$ cat config.mk
export PLATFORM = sky130hd
export DESIGN_NAME = mr_accum_alu_flat
export DESIGN_NICKNAME = d
export VERILOG_FILES = /design/src/rtl/mr_accum_alu_pkg.sv /design/src/rtl/mr_accum_alu_if.sv /design/src/rtl/mr_accum_alu_core.sv /design/src/rtl/mr_accum_alu.sv /design/src/flat_wrapper.sv
export SDC_FILE = /design/constraint.sdc
export NUM_CORES = 1
export LEC_CHECK = 0
export CORE_MARGIN = 1.5
export CORE_UTILIZATION = 48
export CTS_CLUSTER_DIAMETER = 100
export DETAILED_ROUTE_END_ITERATION = 10
export GPL_TIMING_DRIVEN = 0
export PLACE_DENSITY = 0.66
export SLEW_MARGIN = 0
export SYNTH_ARGS = -nofsm -noshare
export SYNTH_HDL_FRONTEND = slang
export SYNTH_HIERARCHICAL = 1
export SYNTH_SLANG_ARGS = --single-unit
$ cat constraint.sdc
create_clock -name CLK -period 4.5 [get_ports CLK]
set_clock_uncertainty 0.05 [all_clocks]
set_input_delay 0.9 -clock CLK [delete_from_list [all_inputs] [get_ports CLK]]
set_output_delay 0.9 -clock CLK [all_outputs]
set_load 0.01 [all_outputs]
$ cat src/rtl/mr_accum_alu_pkg.sv
// Shared op codes, sequencer states and sizing helper for the accumulator ALU.
// Pure declarations: no logic and no timing.
package mr_alu_pkg;

    localparam logic [2:0] OP_ADD  = 3'b000;
    localparam logic [2:0] OP_SUB  = 3'b001;
    localparam logic [2:0] OP_CLR  = 3'b010;
    localparam logic [2:0] OP_LOAD = 3'b011;
    localparam logic [2:0] OP_AND  = 3'b100;
    localparam logic [2:0] OP_ADC  = 3'b101;
    localparam logic [2:0] OP_SHL  = 3'b110;
    localparam logic [2:0] OP_MUL  = 3'b111;

    typedef enum logic [1:0] {
        IDLE,
        SHIFT,
        MUL
    } state_t;

    // The shift-add multiplier carries a full double-width product.
    function automatic int prod_w(input int w);
        return 2 * w;
    endfunction

endpackage

$ cat src/rtl/mr_accum_alu_if.sv
// Operand/result bus of the accumulator ALU: request side in, accumulator and flags out.
// No storage; START is only honoured while the block is idle.
interface mr_accum_alu_if #(
    parameter int WIDTH = 16
);
    logic             START;
    logic [2:0]       OP;
    logic [WIDTH-1:0] D_IN;
    logic [WIDTH-1:0] AH_ACC;
    logic             BUSY;
    logic             DONE;
    logic             C_FLAG;
    logic             Z_FLAG;
    logic             N_FLAG;

    modport master (
        output START, OP, D_IN,
        input  AH_ACC, BUSY, DONE, C_FLAG, Z_FLAG, N_FLAG
    );

    modport slave (
        input  START, OP, D_IN,
        output AH_ACC, BUSY, DONE, C_FLAG, Z_FLAG, N_FLAG
    );
endinterface

$ cat src/rtl/mr_accum_alu_core.sv
// Combinational single-cycle ops (ADD/SUB/ADC/AND/CLR/LOAD) with carry/borrow out.
// Zero latency, no backpressure; other op codes pass the accumulator through with carry 0.
module mr_alu_core
    import mr_alu_pkg::*;
#(
    parameter int WIDTH = 16
) (
    input  logic [2:0]       op,
    input  logic [WIDTH-1:0] acc,
    input  logic [WIDTH-1:0] d_in,
    input  logic             c_in,
    output logic [WIDTH-1:0] res,
    output logic             c_out
);

    logic [WIDTH:0] wide;

    always_comb begin
        wide  = '0;
        res   = acc;
        c_out = 1'b0;
        case (op)
            OP_ADD: begin
                wide  = {1'b0, acc} + {1'b0, d_in};
                res   = wide[WIDTH-1:0];
                c_out = wide[WIDTH];
            end
            OP_SUB: begin
                // Bit WIDTH of the extended difference is the unsigned borrow.
                wide  = {1'b0, acc} - {1'b0, d_in};
                res   = wide[WIDTH-1:0];
                c_out = wide[WIDTH];
            end
            OP_ADC: begin
                wide  = {1'b0, acc} + {1'b0, d_in} + {{WIDTH{1'b0}}, c_in};
                res   = wide[WIDTH-1:0];
                c_out = wide[WIDTH];
            end
            OP_CLR:  res = '0;
            OP_LOAD: res = d_in;
            OP_AND:  res = acc & d_in;
            default: ;
        endcase
    end

endmodule

$ cat src/rtl/mr_accum_alu.sv
// Registered accumulator ALU: single-cycle ops done next cycle, SHL n takes n cycles, MUL WIDTH cycles.
// No input backpressure: START while BUSY is dropped; DONE is a one-cycle pulse.
module mr_accum_alu
    import mr_alu_pkg::*;
#(
    parameter int WIDTH = 16,
    parameter int CNT_W = $clog2(WIDTH)
) (
    input  logic          CLK,
    input  logic          RESET,
    mr_accum_alu_if.slave bus
);

    localparam int PW = prod_w(WIDTH);

    state_t           state, state_nxt;
    logic [WIDTH-1:0] acc, mcand, mplier, addend, core_res, shl_res;
    logic [PW-1:0]    prod, prod_nxt;
    logic [WIDTH:0]   mul_sum;
    logic [CNT_W-1:0] cnt, shamt;
    logic             c_q, z_q, n_q, done_q, core_c, busy;

    assign shamt = bus.D_IN[CNT_W-1:0];

    mr_alu_core #(.WIDTH(WIDTH)) u_core (
        .op    (bus.OP),
        .acc   (acc),
        .d_in  (bus.D_IN),
        .c_in  (c_q),
        .res   (core_res),
        .c_out (core_c)
    );

    always_ff @(posedge CLK) begin
        if (RESET) state <= IDLE;
        else       state <= state_nxt;
    end

    always_comb begin
        state_nxt = state;
        case (state)
            IDLE: begin
                if (bus.START) begin
                    if (bus.OP == OP_MUL)                        state_nxt = MUL;
                    else if (bus.OP == OP_SHL && shamt != '0)   state_nxt = SHIFT;
                end
            end
            SHIFT, MUL: if (cnt == '0) state_nxt = IDLE;
            default:    state_nxt = IDLE;
        endcase
    end

    always_comb begin
        busy = 1'b0;
        case (state)
            SHIFT, MUL: busy = 1'b1;
            default:    busy = 1'b0;
        endcase
    end

    // One right-shifting shift-add step: the LSB of the multiplier selects the addend.
    always_comb begin
        addend   = mplier[0] ? mcand : '0;
        mul_sum  = {1'b0, prod[PW-1:WIDTH]} + {1'b0, addend};
        prod_nxt = {mul_sum, prod[WIDTH-1:1]};
        shl_res  = {acc[WIDTH-2:0], 1'b0};
    end

    always_ff @(posedge CLK) begin
        if (RESET) begin
            acc    <= '0;
            c_q    <= 1'b0;
            z_q    <= 1'b0;
            n_q    <= 1'b0;
            done_q <= 1'b0;
            cnt    <= '0;
            mcand  <= '0;
            mplier <= '0;
            prod   <= '0;
        end else begin
            done_q <= 1'b0;
            case (state)
                IDLE: begin
                    if (bus.START) begin
                        if (bus.OP == OP_MUL) begin
                            mcand  <= acc;
                            mplier <= bus.D_IN;
                            prod   <= '0;
                            cnt    <= CNT_W'(WIDTH - 1);
                        end else if (bus.OP == OP_SHL && shamt != '0) begin
                            cnt <= shamt - 1'b1;
                        end else begin
                            // SHL by zero falls through here: core passes acc with carry 0.
                            acc    <= core_res;
                            c_q    <= core_c;
                            z_q    <= (core_res == '0);
                            n_q    <= core_res[WIDTH-1];
                            done_q <= 1'b1;
                        end
                    end
                end
                SHIFT: begin
                    acc <= shl_res;
                    c_q <= acc[WIDTH-1];
                    if (cnt == '0) begin
                        z_q    <= (shl_res == '0);
                        n_q    <= shl_res[WIDTH-1];
                        done_q <= 1'b1;
                    end else begin
                        cnt <= cnt - 1'b1;
                    end
                end
                MUL: begin
                    prod   <= prod_nxt;
                    mplier <= mplier >> 1;
                    if (cnt == '0) begin
                        acc    <= prod_nxt[WIDTH-1:0];
                        c_q    <= |prod_nxt[PW-1:WIDTH];
                        z_q    <= (prod_nxt[WIDTH-1:0] == '0);
                        n_q    <= prod_nxt[WIDTH-1];
                        done_q <= 1'b1;
                    end else begin
                        cnt <= cnt - 1'b1;
                    end
                end
                default: ;
            endcase
        end
    end

    assign bus.AH_ACC = acc;
    assign bus.BUSY   = busy;
    assign bus.DONE   = done_q;
    assign bus.C_FLAG = c_q;
    assign bus.Z_FLAG = z_q;
    assign bus.N_FLAG = n_q;

endmodule

$ cat src/flat_wrapper.sv
// flat-port wrapper written by rule: the top's interface ports become plain ports
module mr_accum_alu_flat import mr_alu_pkg::*;
#(
    parameter int WIDTH = 16,
    parameter int CNT_W = $clog2(WIDTH)
)
  (CLK, RESET, bus_START, bus_OP, bus_D_IN, bus_AH_ACC, bus_BUSY, bus_DONE, bus_C_FLAG, bus_Z_FLAG, bus_N_FLAG);
  mr_accum_alu_if #(.WIDTH(WIDTH)) bus_i ();
  input  logic CLK;
  input  logic RESET;
  input wire logic [$bits(bus_i.START)-1:0] bus_START;
  input wire logic [$bits(bus_i.OP)-1:0] bus_OP;
  input wire logic [$bits(bus_i.D_IN)-1:0] bus_D_IN;
  output wire logic [$bits(bus_i.AH_ACC)-1:0] bus_AH_ACC;
  output wire logic [$bits(bus_i.BUSY)-1:0] bus_BUSY;
  output wire logic [$bits(bus_i.DONE)-1:0] bus_DONE;
  output wire logic [$bits(bus_i.C_FLAG)-1:0] bus_C_FLAG;
  output wire logic [$bits(bus_i.Z_FLAG)-1:0] bus_Z_FLAG;
  output wire logic [$bits(bus_i.N_FLAG)-1:0] bus_N_FLAG;
  assign bus_i.START = bus_START;
  assign bus_i.OP = bus_OP;
  assign bus_i.D_IN = bus_D_IN;
  assign bus_AH_ACC = bus_i.AH_ACC;
  assign bus_BUSY = bus_i.BUSY;
  assign bus_DONE = bus_i.DONE;
  assign bus_C_FLAG = bus_i.C_FLAG;
  assign bus_Z_FLAG = bus_i.Z_FLAG;
  assign bus_N_FLAG = bus_i.N_FLAG;
  mr_accum_alu #(.WIDTH(WIDTH), .CNT_W(CNT_W)) u_core (.CLK(CLK), .RESET(RESET), .bus(bus_i));
endmodule
Word level (Yosys, flattened, before mapping)
Index checks and enable logic that the tools add are counted.

Bits of input ports: 22. Output and inout port bits: 21. Flip-flop bits (word level): 90. Logic and storage cells: 101.

Equal/unequal tests: 18. Add/subtract/negate cells: 6. Bitwise gates (word level): 1. Muxes and demuxes: 47. Reductions and logical operators: 19.

Operators with widths (count): 16-bit 2-to-1 mux (7); 16-bit case mux with 6 select lines (1); 32-bit 2-to-1 mux (2); 32-bit case mux with 2 select lines (1); 16-bit logical NOT (3); 16-bit case mux with 3 select lines (1); 16-bit by 16-bit adder with 17-bit output (2); 16-bit case mux with 2 select lines (1); 1-bit 2-to-1 mux (19); 17-bit by 1-bit adder with 17-bit output (1); 16-bit by 16-bit subtractor with 17-bit output (1); 16-bit AND (1); 4-bit 2-to-1 mux (4); 16-bit OR reduction (1); 3-bit == test, second input constant (4); 1-bit case mux with 3 select lines (4); 3-bit AND reduction (3); 2-bit 2-to-1 mux (4); 2-bit by 1-bit inequality test with 1-bit output, second input constant (4); 2-bit inequality test, second input constant (4); 4-bit case mux with 2 select lines (1); 4-bit by 1-bit subtractor with 4-bit output, second input constant (2); 3-bit by 2-bit == test with 1-bit output, second input constant (2); 6-bit AND reduction (1); 16 further kinds (17).

Longest topological paths before layout
Gate-level depths: netlist of the first run.

Depth after elaboration: 8. Mapped depth: 21. Depth with buffers taken out: 21.

Hierarchy
The synthesis of the first run kept the hierarchy.

By module, submodules not included: mr_accum_alu (area each 4870.9 sq um, cells an instance 612, sequential area each 1781.7 sq um, times used 1); mr_alu_core (area each 2934.1 sq um, cells an instance 438, sequential area each 0.0 sq um, times used 1).

Least setup slack after synthesis of the first run
OpenSTA, ideal clock, no wires.

Path kind: input -> register. From: input port bus_D_IN[0]. To: register u_core.c_q, in the netlist u_core/bus.C_FLAG. Setup time: 0.129 ns. Path slack: -0.112 ns. Path buffers: 0. Data required time: 4.321 ns. Cell stages on the path: 20. Arrival time: 4.433 ns. Path through: ha_1 inv_1 fa_1 o21bai_1 a2111oi_2 or2_1 a221oi_1 o32ai_1 a211oi_4 and4_4 mux2i_1 o311ai_1 nor2b_1 a31oi_1 o211ai_1 a211oi_1 nor4b_2 o2111ai_1 nor4_2 a31oi_1.

Longest elaborated chain between the ends: 7. Elaborated cells on any way between the ends: 12. Classes of those cells: add/sub: 3; eq/ne: 1; mux: 5; reduce/logical: 3.

RTL lines: start, declared (line flat_wrapper.sv:13) `input wire logic [$bits(bus_i.D_IN)-1:0] bus_D_IN;`; 16-bit by 16-bit adder with 17-bit output (line mr_accum_alu_core.sv:24, mr_accum_alu_core.sv:35); 17-bit by 1-bit adder with 17-bit output (line mr_accum_alu_core.sv:35) `wide = {1'b0, acc} + {1'b0, d_in} + {{WIDTH{1'b0}}, c_in};`; 1-bit case mux with 3 select lines (*) (line mr_accum_alu_core.sv:22) `case (op)`; via u_core.core_c (line mr_accum_alu.sv:21) `logic c_q, z_q, n_q, done_q, core_c, busy;`; 1-bit 2-to-1 mux (*) (line mr_accum_alu.sv:90) `end else if (bus.OP == OP_SHL && shamt != '0) begin`; 1-bit 2-to-1 mux (*) (line mr_accum_alu.sv:85) `if (bus.OP == OP_MUL) begin`; 1-bit 2-to-1 mux (*) (line mr_accum_alu.sv:84) `if (bus.START) begin`; 1-bit case mux with 3 select lines (*) (line mr_accum_alu.sv:82) `case (state)`; end signal, assigned (line mr_accum_alu.sv:95) `c_q <= core_c;`; end signal, assigned (line mr_accum_alu.sv:104) `c_q <= acc[WIDTH-1];`; end signal, assigned (line mr_accum_alu.sv:118) `c_q <= |prod_nxt[PW-1:WIDTH];`; end, declared (line mr_accum_alu.sv:21).

The timed path passes the listed nets; every way through them passes the cells marked *. The select of a mux whose other input is x is not followed. A chain may end at the register's enable or synchronous reset.

Final worst setup path of the first run
From: input port bus_D_IN[6]. To: register u_core.c_q, in the netlist u_core/bus.C_FLAG.

Same word-level chain as after synthesis.

==> results of run 1 <==
## logic make-up (layout without fill, tap and decap cells)
logic type,after synthesis,count (layout),share of synthesized area [%]
simple gates,375,375,23.1
flops,89,89,22.8
mux,22,22,2.82
fa+ha+maj,59,59,9.75
compound gates,338,338,30.2
xor+xnor,42,42,4.71
buf+inv,125,210,6.52
## per-layer routing
layer | GRT usage [%] | vias up | share of wire, %
met5 | 0 | - | 0
met4 | 7.05 | 0 | 1.6
met3 | 6.64 | 40 | 8.5
met2 | 46.7 | 383 | 42
met1 | 48.4 | 4086 | 48
li1 | - | 3975 | -
## layout make-up
class,instances,area share [%]
Tap cell,216,2.81
Clock inverter,2,0.364
Buffer,68,3.23
Sequential cell,89,18.6
Clock buffer,14,2.85
Timing Repair Buffer,73,6.74
Multi-Input combinational cell,836,63.2
Inverter,53,2.17
## repair_timing
item	4_1_cts	5_1_grt
gates resized for setup	143	39
endpoints found under the setup margin	6	3
pin swaps	38	29
setup buffers	27	5
## worst reg2reg max path: cells and delay by family (launching register included)
| kind | cells | cell delay [ns] |
|---|---|---|
| adders and majority gates | 1 | 0.33 |
| muxes | 1 | 0.26 |
| buffers and inverters | 1 | 0.18 |
| AOI/OAI and AO/OA | 10 | 1.91 |
| DFF | 1 | 0.66 |
| and+or+nand+nor | 5 | 1.13 |
## report_power, final
group          internal [µW]  switching, µW
logic                    629            851
clock network            476            311
registers                838            118
total                   1940           1280
## stage by stage
stage          hold slack [ns]  area (µm²)
3_5_place_dp             0.394        8510
5_1_grt                  0.427        9620
6_report                 0.402        9620
3_3_place_gp             0.391        8510
4_1_cts                  0.403        9390
2_1_floorplan            0.382        7830
## state kept, by name (all words and copies together), names as in the netlist
| signal | flops |
|---|---|
| u_core/bus.DONE | 1 |
| u_core/cnt | 4 |
| u_core/mplier | 16 |
| u_core/mcand | 16 |
| u_core/prod | 31 |
| u_core/bus.C_FLAG | 1 |
| u_core/bus.AH_ACC | 16 |
| u_core/bus.Z_FLAG | 1 |
| u_core/bus.N_FLAG | 1 |
| u_core/state | 2 |
## placed cells by master (no fill, tap or decap), drive strengths merged, types with 10 or more instances in the layout
master,synthesis,layout
buf,24,63
a22oi,28,28
xor2,13,13
ha,56,56
o21ai,24,24
a21oi,117,117
mux2i,22,22
nor3,33,33
and2,18,18
nor2b,14,14
nand2,85,85
dfxtp,89,89
nor2,129,129
clkdlybuf4s50,0,27
nand3,29,29
a21o,12,12
nand2b,10,10
a211oi,43,43
or3,12,12
inv,53,53
nor4,13,13
xnor2,29,29
clkbuf,48,62
## path summary, 6_finish.rpt
check	from	to	slack [ns]	cells after the start
hold reg to reg	u_core/mcand[13]	u_core/mcand[13]	0.40	2
setup / recovery	bus_D_IN[6]	u_core/bus.C_FLAG	-0.18	22
hold / removal	u_core/mcand[13]	u_core/mcand[13]	0.40	2
setup reg to reg	u_core/bus.AH_ACC[6]	u_core/bus.C_FLAG	-0.13	18
==> results by stage, run 1 <==
Place:
- The worst setup slack before clock tree synthesis is -1.55 ns.
- The placed cell count is 1,307.
- Detailed placement ended at an HPWL of 19,700 µm.
- At the end of routability-driven placement, the weighted congestion stood at 0.968.
- During placement, the flow inserted port buffers numbering 41.

Logic synthesis:
- Ranked by instance count, the synthesized netlist is headed by nor2_1, a21oi_1, dfxtp_1.
- The number of library cell types mapped by synthesis is 89.
- Counting flops and latches in the post-synthesis netlist gives 89.
- Of all cell types, the one taking the most synthesized area is dfxtp_1.
- Yosys attributes the largest share of cell area to dfxtp_1, ha_1, a21oi_1, nor2_1, nand2_1.
- The number of warnings reported in the yosys synthesis log is 6.
- In the synthesized netlist, the number of instances is between 1,000 and 1,500.
- The post-synthesis instance area is roughly 8000 µm².
- Counting flops with a built-in enable in the synthesized netlist gives 0.
- Counting flops with an async set or reset pin after synthesis yields a share of 0%.
- Summed over its instances, the top area cell type makes up 22.8% of the synthesized netlist area.
- The mean area per synthesized cell is roughly 7.4 µm².
- The synthesized netlist net count is 1,131.
- The fraction of the yosys area taken by sequential cells is 22.8%.
- By instance count, the leading cell after synthesis is nor2_1.
- The main flop type after synthesis is dfxtp_1.

Timing:
- The max-slew violation total from the final report is 0.
- The count of final setup violators is 1.
- The final critical path takes up 104% of the cycle.
- The slew at the pin closest to its max-slew limit is about 0.83 ns.
- The upper clock frequency limit is around 210 MHz.
- The final hold violation count is 0.
- The setup slack of the critical path after layout is -0.182 ns.
- Setup total negative slack on the finished layout was measured at -0.182 ns.
- Setup repair after global routing could not meet its margin everywhere.
- The smallest clock period supported by the final layout is computed as 4.68 ns.
- The worst max-slew margin expressed relative to the limit is about 44%.

Worst setup path:
- Broken down by cell family, the worst path's largest delay share belongs to compound AO/OA/AOI/OAI gates.
- The data arrival time of the critical path is just under 5 ns.
- The critical path goes through buf_4 -> inv_1 -> ha_1 -> buf_4 -> nor2b_2 -> nor2_2 -> nand4_1 -> buf_4 -> a221oi_4 -> o32ai_4 -> a211oi_4 -> and4_4 -> mux2i_4 -> o311ai_4 -> nor2b_4 -> a31oi_4 -> o211ai_1 -> a211oi_2 -> nor4b_4 -> o2111ai_2 -> nor4_2 -> a31oi_1.
- The delay of the slowest cell on the worst path is 0.32 ns.
- STA classifies the critical path startpoint as an input pin.
- In this design, the critical path's most frequently occurring cell is buf_4.
- Together, buffers and inverters on the worst path number 4.
- Among all stages on the critical path, the largest delay is contributed by a221oi_4.
- The highest net fanout along the worst path is 9.
- The critical path is of the in2reg type.
- The worst endpoint required time is approximately 4.7 ns.
- The category of the worst setup path capture point is a register.

Global routing:
- Entering global routing, the biggest net connects 14 pins.
- In the global route stage, overall resource usage came out at 32.1%.
- The total overflow left after global routing is 0.
- The number of antenna violations at the first check in global routing is 0.
- The number of global-route vias before repair is 7,687.
- The first-pass GRT wire length is 42,200 µm.

Routing:
- The total length of routed wires is 27,200 µm.
- The number of vias per cell is 6.28.
- The residual DRC count is 0.
- The number of search-and-repair iterations in the first detailed-routing pass is 7.
- Dividing the detail-routed wire length by the instance count gives about 20 µm.
- For this block, the via count after detailed routing is 8,484.
- The number of nets with antenna violations after routing is 0.
- For this block, the initial DRC count from the detailed router was ~840.

Cells and area:
- The area growth from synthesis to layout is 23.2%.
- Cells fill around three fifths of the core in the end.
- Summing all flip-flop and latch instances after layout gives 1790 µm².
- The finished layout holds 1,351 standard cells, fillers aside.
- In the final layout, the share of cells above drive strength 1 is ~15%.
- The final layout contains 1,211 nets.
- The number of antenna diodes in the final layout is 0.
- Fill cells in the final layout number around 1,500.
- The multi-input gate area in the final layout is 6080 µm².

Pwr:
- The total chip power is 3220 µW.
- The worst-case IR drop observed on VDD is around 220 µV.
- The analysis attributes to cell leakage a power of 0.00357 µW.
- Power spread over the standard cell area amounts to about 340 nW/µm².

Clocking:
- Clock latency on the worst-skew pair, taken at its later pin, is 0.35 ns.
- CTS placed an instance of clkbuf_16 at the clock tree root.
- The deepest clock path buffer count is 2.
- After clock tree synthesis, the clock-pin slew on the worst setup and hold paths is 0.07 ns.
- The post-cts hold buffer count is 0.
- The clock tree synthesis step divided the H-tree into 3 levels.
- The clock drives 89 sinks.
- The CTS tree is built.
- TritonCTS created 9 clock buffers.

Run status:
- The checks that failed: negative setup slack.
- The run finished, with violations left.

Floorplanning:
- The die covers 17,000 µm².
- The chip width is between 100 and 150 µm.
- The region available for standard cell placement spans 15,900 µm².
- The cell row count is between 40 and 50.
- In this run the vertical extent of the chip is 131 µm.
- The top-level port count is 43.
- The initial core utilization is 49.1%.

Run:
- The number of max-capacitance violations reported is 0.

Hold path:
- The path class of the tightest hold or removal check is reg2reg.
No activity file was read; power rests on OpenSTA's default activity.
==> run 2, diff against run 1 <==
MAX_ROUTING_LAYER = met4   (was not set)
==> run 2 against run 1 <==
Effect of this change:
- the flow still finishes with violations (negative setup slack)
- first-iteration DRC count increased by 26%
- global-route usage is 0.13 points lower
- design area grew 0.65%
- die area unchanged
- sequential power is essentially flat
- cell count is 0.30% higher
==> results by stage, run 2 (synthesis gave the netlist of run 1 again) <==
Floorplanning:
- The cell row count is 46.
- The top-level port count is 43.
- Measured along the x axis, the die boundary spans 131 µm.
- The initial utilization of the core area, before any placement, comes to 49.1%.
- The floorplan step defined a core boundary enclosing ~16,000 µm².
- The die outline area is 17,000 µm².
- Measured along the y axis, the die boundary spans 131 µm.

Worst setup path:
- The data arrival time of the critical path is slightly below 5 ns.
- The worst endpoint required time is between 4 and 5 ns.
- The category of the worst setup path capture point is a register.
- Along the worst path, the maximum fanout reaches 6.
- STA classifies the critical path startpoint as an input pin.
- The type of the setup path with the least slack is in2reg.

Timing:
- The final cycle utilization of the critical path is 104%.
- Across all setup checks in the final design, the least slack found is -0.182 ns.
- The max-slew violation total from the final report came to 0.
- The final hold violation count is 0.
- The count of final setup violators is 1.
- The upper clock frequency limit is 214 MHz.
- The worst max-slew margin expressed relative to the limit is between 40% and 50%.
- At the pin with the least slew margin, the transition time is between 0.8 and 0.9 ns.
- Summed over all failing endpoints, the final setup total negative slack is -0.182 ns.
- The smallest clock period supported by the final layout is computed as 4.68 ns.
- Setup repair after global routing could not meet its margin everywhere.

Place:
- The number of placed instances, taps included, is 1,307.
- Detailed placement finished with a half-perimeter wire length of 19,700 µm.
- The congestion estimate from routability-driven global placement came to 0.971.
- Before CTS, the worst setup slack after placement is -1.58 ns.
- Input and output buffers added on the ports amount to 41.

Cells and area:
- The count of antenna diodes in the layout is 0.
- The area growth from synthesis to layout is 24.0%.
- At the end of the flow the core is filled with cells to about 61%.
- The layout has 1,516 filler cells.
- In the final design database the tool counted approximately 1,200 nets.
- Summing all multi-input logic gate instances after layout gives 6040 µm².
- Registers take 1790 µm².
- After the flow finishes, the layout carries non-filler instances totaling between 1,000 and 1,500.
- The largest register by flop count is u_core/prod.
- In the layout the commonest cells are nor2_1, a21oi_1, nand2_1.
- The leading cell type in the layout, fill and taps excluded is nor2_1.
- The flip-flop count of the largest register, all copies and words added is 31.
- The share of layout cells above drive strength 1 is 16.4%.

Global routing:
- Summed over all layers, the global routing overflow is 0.
- The number of antenna violations at the first check in global routing is 0.
- For this run, the total global-route usage over all layers was measured as 32.0%.
- The first global-routing pass estimated 40,900 µm of wire.
- Entering global routing, the biggest net connects 16 pins.
- The number of global-route vias before repair is 7,367.

Routing:
- The mean routed wirelength per cell is 19.9 µm.
- Summed over all layers, the routed wires come to 27,000 µm.
- In this run, the number of DRC markers left after iteration 0 of detailed routing was 1,059.
- Once detail routing completed, the nets flagged for antenna violations numbered 0.
- In the routed design, unresolved DRC markers number 0.
- Across all layers, the routed design uses approximately 8,500 vias.
- Using the TritonRoute via totals, the vias-per-cell ratio works out to roughly 6.3.
- The first TritonRoute pass finished after 5 iterations.

Run status:
- The run finished, with violations left.
- The final reports fail on negative setup slack.

Clocking:
- Clock-pin slew was measured on the worst setup and hold paths at 0.07 ns.
- The CTS tree is built.
- Counting the buffers created by CTS gives 9.
- The clock passes through at most 2 buffers.
- In this run the clock root is driven by a clkbuf_16.
- The tree built by TritonCTS fans out to 89 sinks.
- After clock tree synthesis, the flow added hold-fix buffers numbering 0.
- The clock reaches the later pin of the worst-skew pair after about 0.34 ns.
- The H-tree generated during clock tree synthesis spans 3 levels.

Pwr:
- The worst ir drop on vdd is 197 µV.
- Power spread over the standard cell area amounts to roughly 350 nW/µm².
- Summing internal, switching and leakage power gives 3340 µW.
- The static leakage is about 0.0036 µW.

Hold path:
- The classification of the worst-slack hold path is reg2reg.

Run:
- The tool flagged a number of max-cap violations equal to 0.
==> run 2: cell count changes in the layout (fill, tap and decap cells not counted), moves of 3 or more <==
| cell | change |
|---|---|
| ha_1 | -3 |
| clkinvlp_4 | +3 |
| dfxtp_2 | +3 |
| buf_6 | +3 |
| clkbuf_8 | -3 |
| inv_2 | +4 |
| ha_2 | +3 |
| inv_1 | -4 |
| bufinv_16 | +3 |
| clkbuf_1 | -3 |
==> run 2: critical path, stage by stage <==
cell	delay (ns)
buf_4	0.14
inv_2	0.06
ha_4	0.19
buf_6	0.13
or3_4	0.43
nor2_4	0.16
o31ai_4	0.11
a21oi_2	0.23
o32ai_4	0.14
a211oi_4	0.25
and4_4	0.29
mux2i_4	0.25
o311ai_4	0.16
nor2b_4	0.18
a31oi_4	0.15
o211ai_1	0.18
a211oi_2	0.20
nor4b_4	0.24
o2111ai_2	0.17
nor4_2	0.16
a31oi_1	0.10
==> run 2: final timing paths <==
path	start	endpoint	slack [ns]	cells past startpoint
hold reg to reg	u_core/mcand[0]	u_core/mcand[0]	0.41	2
hold / removal	u_core/mcand[0]	u_core/mcand[0]	0.41	2
setup / recovery	bus_D_IN[8]	u_core/bus.C_FLAG	-0.18	21
setup reg to reg	u_core/bus.AH_ACC[1]	u_core/bus.C_FLAG	-0.10	19
==> run 2: cell type report <==
class                      instances  share of cell area, %
buffer                            69                   3.40
clock buffer                       9                   2.33
clock inverter                     7                   1.47
inverter                          53                   2.13
multi-input combinational        836                   62.4
sequential                        89                   18.5
tap                              216                   2.79
timing repair buffer              76                   7.01
==> run 2: repair_timing <==
item | in CTS | in global routing
pin swaps | 36 | 39
gates cloned | 0 | 1
gates resized for setup | 141 | 53
buffers inserted | 20 | 14
endpoints found under the setup margin | 6 | 2
==> run 2: routing by layer <==
layer,wire [µm],vias up,GRT usage [%]
met5,0,-,-
li1,-,3988,-
met3,2500,42,5.05
met1,12800,4053,48.4
met4,474,0,6.92
met2,11300,416,44.2
==> run 2: metrics by stage <==
stage	hold WS (ns)	cell area (µm²)
floorplan	0.382	7830
global placement	0.392	8510
detailed placement	0.396	8510
CTS	0.405	9370
global route	0.416	9680
finish	0.405	9680
==> run 2: report_power, final <==
group | leakage [µW] | internal, µW | switching [µW]
combinational | 0.00270 | 629 | 834
sequential | 0.000724 | 838 | 116
clock | 0.000168 | 599 | 324
total | 0.00359 | 2070 | 1270
==> run 3, diff against run 2 <==
CORE_MARGIN = not set   (was 1.5)
PLACE_DENSITY = 0.74   (was 0.66)
RECOVER_POWER = 25   (was not set)
==> run 3 against run 2 <==
Effect of this change:
- the flow still finishes with violations (negative setup slack)
- combinational power is essentially flat
- non-clock buffer count is 2 lower
- design area shrank 0.59%
- first-iteration DRC count up 8.3%
- fmax decreased by 2.3%
==> results by stage, run 3 (synthesis gave the netlist of run 1 again) <==
Timing:
- Setup repair after global routing could not meet its margin everywhere.
- The final cycle utilization of the critical path is 106%.
- The max-slew violation total from the final report is 0.
- At the pin with the least slew margin, the transition time is 0.752 ns.
- Across all setup checks in the final design, the least slack found is -0.292 ns.
- Adding up every negative setup slack in the final design gives -0.292 ns.
- Hold is met by 0.398 ns.
- The count of final setup violators is 1.
- In this run the tightest slew margin relative to its limit is 49.9%.
- The worst path in the final design needs a cycle of about 4.8 ns, including I/O delays and setup.
- The final hold violation count was 0.
- The upper clock frequency limit is around 210 MHz.

Floorplanning:
- In this run the horizontal extent of the chip is roughly 130 µm.
- The initial core utilization is 49.1%.
- In this run the core area contains 46 standard-cell rows.
- The die span in y is around 130 µm.
- The die outline area is 16,800 µm².
- Pin placement for this block handled 43 I/O pins.
- In this run the standard cell core region covers approximately 16,000 µm².

Pwr:
- The switching share of total power is 38.6%.
- In this run, the combinational gates consume 45.1% of the power.
- The internal cell power is 2010 µW.
- For this design the ratio of total power to cell area is 341 nW/µm².
- The analysis attributes to cell leakage a power of 0.00363 µW.
- In this run the power spent charging and discharging nets is 1270 µW.
- The sequential power share is 28.6%.
- IR analysis of the VDD net gives a maximum drop of 227 µV.
- Of the total power, the clock network draws 26.3%.

Cells and area:
- The largest register by flop count is u_core/prod.
- The repair_antennas step left the layout with diodes totalling 0.
- The sequential cells in the finished layout cover a total of ~1800 µm².
- The library cell used most frequently in the layout, excluding fill and tap cells, is nor2_1.
- The area growth from synthesis to layout is 23.3%.
- The net count of the finished layout is around 1,200.
- The flip-flop count of the largest register, all copies and words added is 31.
- The fill cell instance count of the final layout is 1,477.
- The library cells used most frequently in the layout, excluding fill and tap cells, are nor2_1, a21oi_1, dfxtp_1.
- The multi-input gate area in the final layout is between 6000 and 7000 µm².
- Once layout is complete, the cells apart from fillers number 1,353.
- The share of layout cells above drive strength 1 is 15.6%.

Global routing:
- The first global-routing pass estimated 39,500 µm of wire.
- The number of antenna violations at the first check in global routing is 0.
- Global routing used 31.2% of the available tracks across all layers.
- The largest net degree at the start of global routing is 15.
- The global routing usage on met2 is between 40% and 50%.
- The total congestion overflow is 0.
- The routing layer with the top usage in global route is met2.
- The met3 capacity usage during global routing is about 5.5%.
- In the global route stage, met1 resource usage came out at 43.4%.
- The number of global-route vias before repair came to 7,421.

Clocking:
- The number of clock buffers added by TritonCTS is 9.
- The root buffer cell chosen for the clock tree is clkbuf_16.
- Clock-pin slew was measured on the worst setup and hold paths at around 0.06 ns.
- For the worst-skew pair, the clock arrives at the later sink with an insertion delay of 0.34 ns.
- In this run the deepest clock path goes through 2 buffers.
- Counting every sink on the clock net gives 89.
- The H-tree was split into 3 levels.
- The CTS tree is built.

Place:
- In this run, placement finished with an instance count of 1,307.
- The number of input and output port buffers inserted is 41.
- The post-detailed-placement half-perimeter wirelength is ~19,000 µm.
- The final weighted congestion in routability-driven placement is 0.942.

Routing:
- In the routed design, unresolved DRC markers number 0.
- The routed design has about 26,000 µm of wire.
- The count of nets left with antenna violations once routing finished came out at 0.
- The number of search-and-repair iterations in the first detailed-routing pass is 6.
- The mean routed wirelength per cell is 19.2 µm.
- The detailed router finished its first iteration with 1,147 violations.
- Dividing the detail-routed via count by the number of cells gives 6.36.
- The total number of vias is ~8,600.

Hold path:
- The hold path endpoint is u_core/mcand[13].
- The hold path startpoint is u_core/mcand[13].
- The worst hold path belongs to the class reg2reg.
- The cell depth of the worst min-delay path is 2.

Worst setup path:
- In this run the critical register-to-register path is launched from u_core/bus.AH_ACC[5].
- STA puts the critical path data arrival time at about 5.0 ns.
- The worst endpoint required time is 4.66 ns.
- The worst setup path is launched from an input pin.
- Along the worst path, the maximum fanout reaches 9.
- The register-to-register setup slack is -0.25 ns.
- The critical path is of the in2reg type.
- The category of the worst setup path capture point is a register.
- In this run the critical register-to-register path is captured at u_core/bus.C_FLAG.
- Measured in cells, the most critical reg-to-reg path has a length of 19.

Run status:
- The checks that failed: negative setup slack.
- The flow ran to the end, but the final reports show violations.

Run:
- Max-cap violations in this run came to 0.
run 3: cell type report:
cell class / count / share of cell area [%]
Sequential cell: 89 / 18.5
Buffer: 68 / 3.34
Inverter: 53 / 2.12
Clock inverter: 6 / 1.09
Timing Repair Buffer: 75 / 6.83
Clock buffer: 10 / 2.48
Multi-Input combinational cell: 836 / 62.8
Tap cell: 216 / 2.81
run 3: critical path, cell delays in order:
cell	delay, ns
buf_4	0.11
inv_1	0.05
ha_1	0.28
buf_6	0.14
nor2b_1	0.14
o21ba_4	0.24
or2_4	0.27
a221oi_4	0.29
o32ai_4	0.14
a211oi_4	0.23
and4_4	0.29
mux2i_4	0.25
o311ai_4	0.13
nor2b_1	0.19
a31oi_2	0.18
o211ai_1	0.20
a211oi_2	0.21
nor4b_4	0.28
o2111ai_2	0.17
nor4_2	0.16
a31oi_1	0.11
run 3: through the flow:
stage	area (µm²)	worst slack, ns	utilization (%)	power (µW)
4_1_cts	9150	-0.466	57.6	3100
3_3_place_gp	8510	-1.57	53.6	2130
2_1_floorplan	7830	-0.0439	-	1780
6_report	9620	-0.292	60.6	3280
3_5_place_dp	8510	-1.58	53.6	2140
5_1_grt	9620	-0.489	60.6	3430
run 3: worst max path at each step:
stage / end / cells after the start / slack (ns) / from
floorplan: u_core/bus.C_FLAG / 20 / -0.04 / bus_D_IN[2]
global placement: u_core/bus.C_FLAG / 21 / -1.57 / bus_D_IN[0]
detailed placement: u_core/bus.C_FLAG / 21 / -1.58 / bus_D_IN[0]
CTS: u_core/bus.C_FLAG / 21 / -0.47 / bus_D_IN[8]
global route: u_core/bus.C_FLAG / 23 / -0.49 / bus_D_IN[2]
finish: u_core/bus.C_FLAG / 21 / -0.29 / bus_D_IN[5]
run 3: timing repair:
item,in CTS,in global routing
endpoints found under the setup margin,5,2
gates resized for setup,86,93
pin swaps,22,22
endpoints found under the hold margin,0,0
setup buffers,10,24
hold buffers,0,0
run 3: routing by layer:
metal  vias to the layer above  part of all wire (%)
met5                         -                     0
met4                         0                   3.0
met3                        72                    10
met2                       513                    43
met1                      4036                    44
li1                       3986                     -
run 3: power groups by stage:
stage	clock [µW]	sequential, µW	combinational (µW)
after floorplan	0	919	861
after global placement	0	948	1180
after detailed placement	0	949	1190
after CTS	871	932	1290
after global routing	904	944	1580
final	862	939	1480
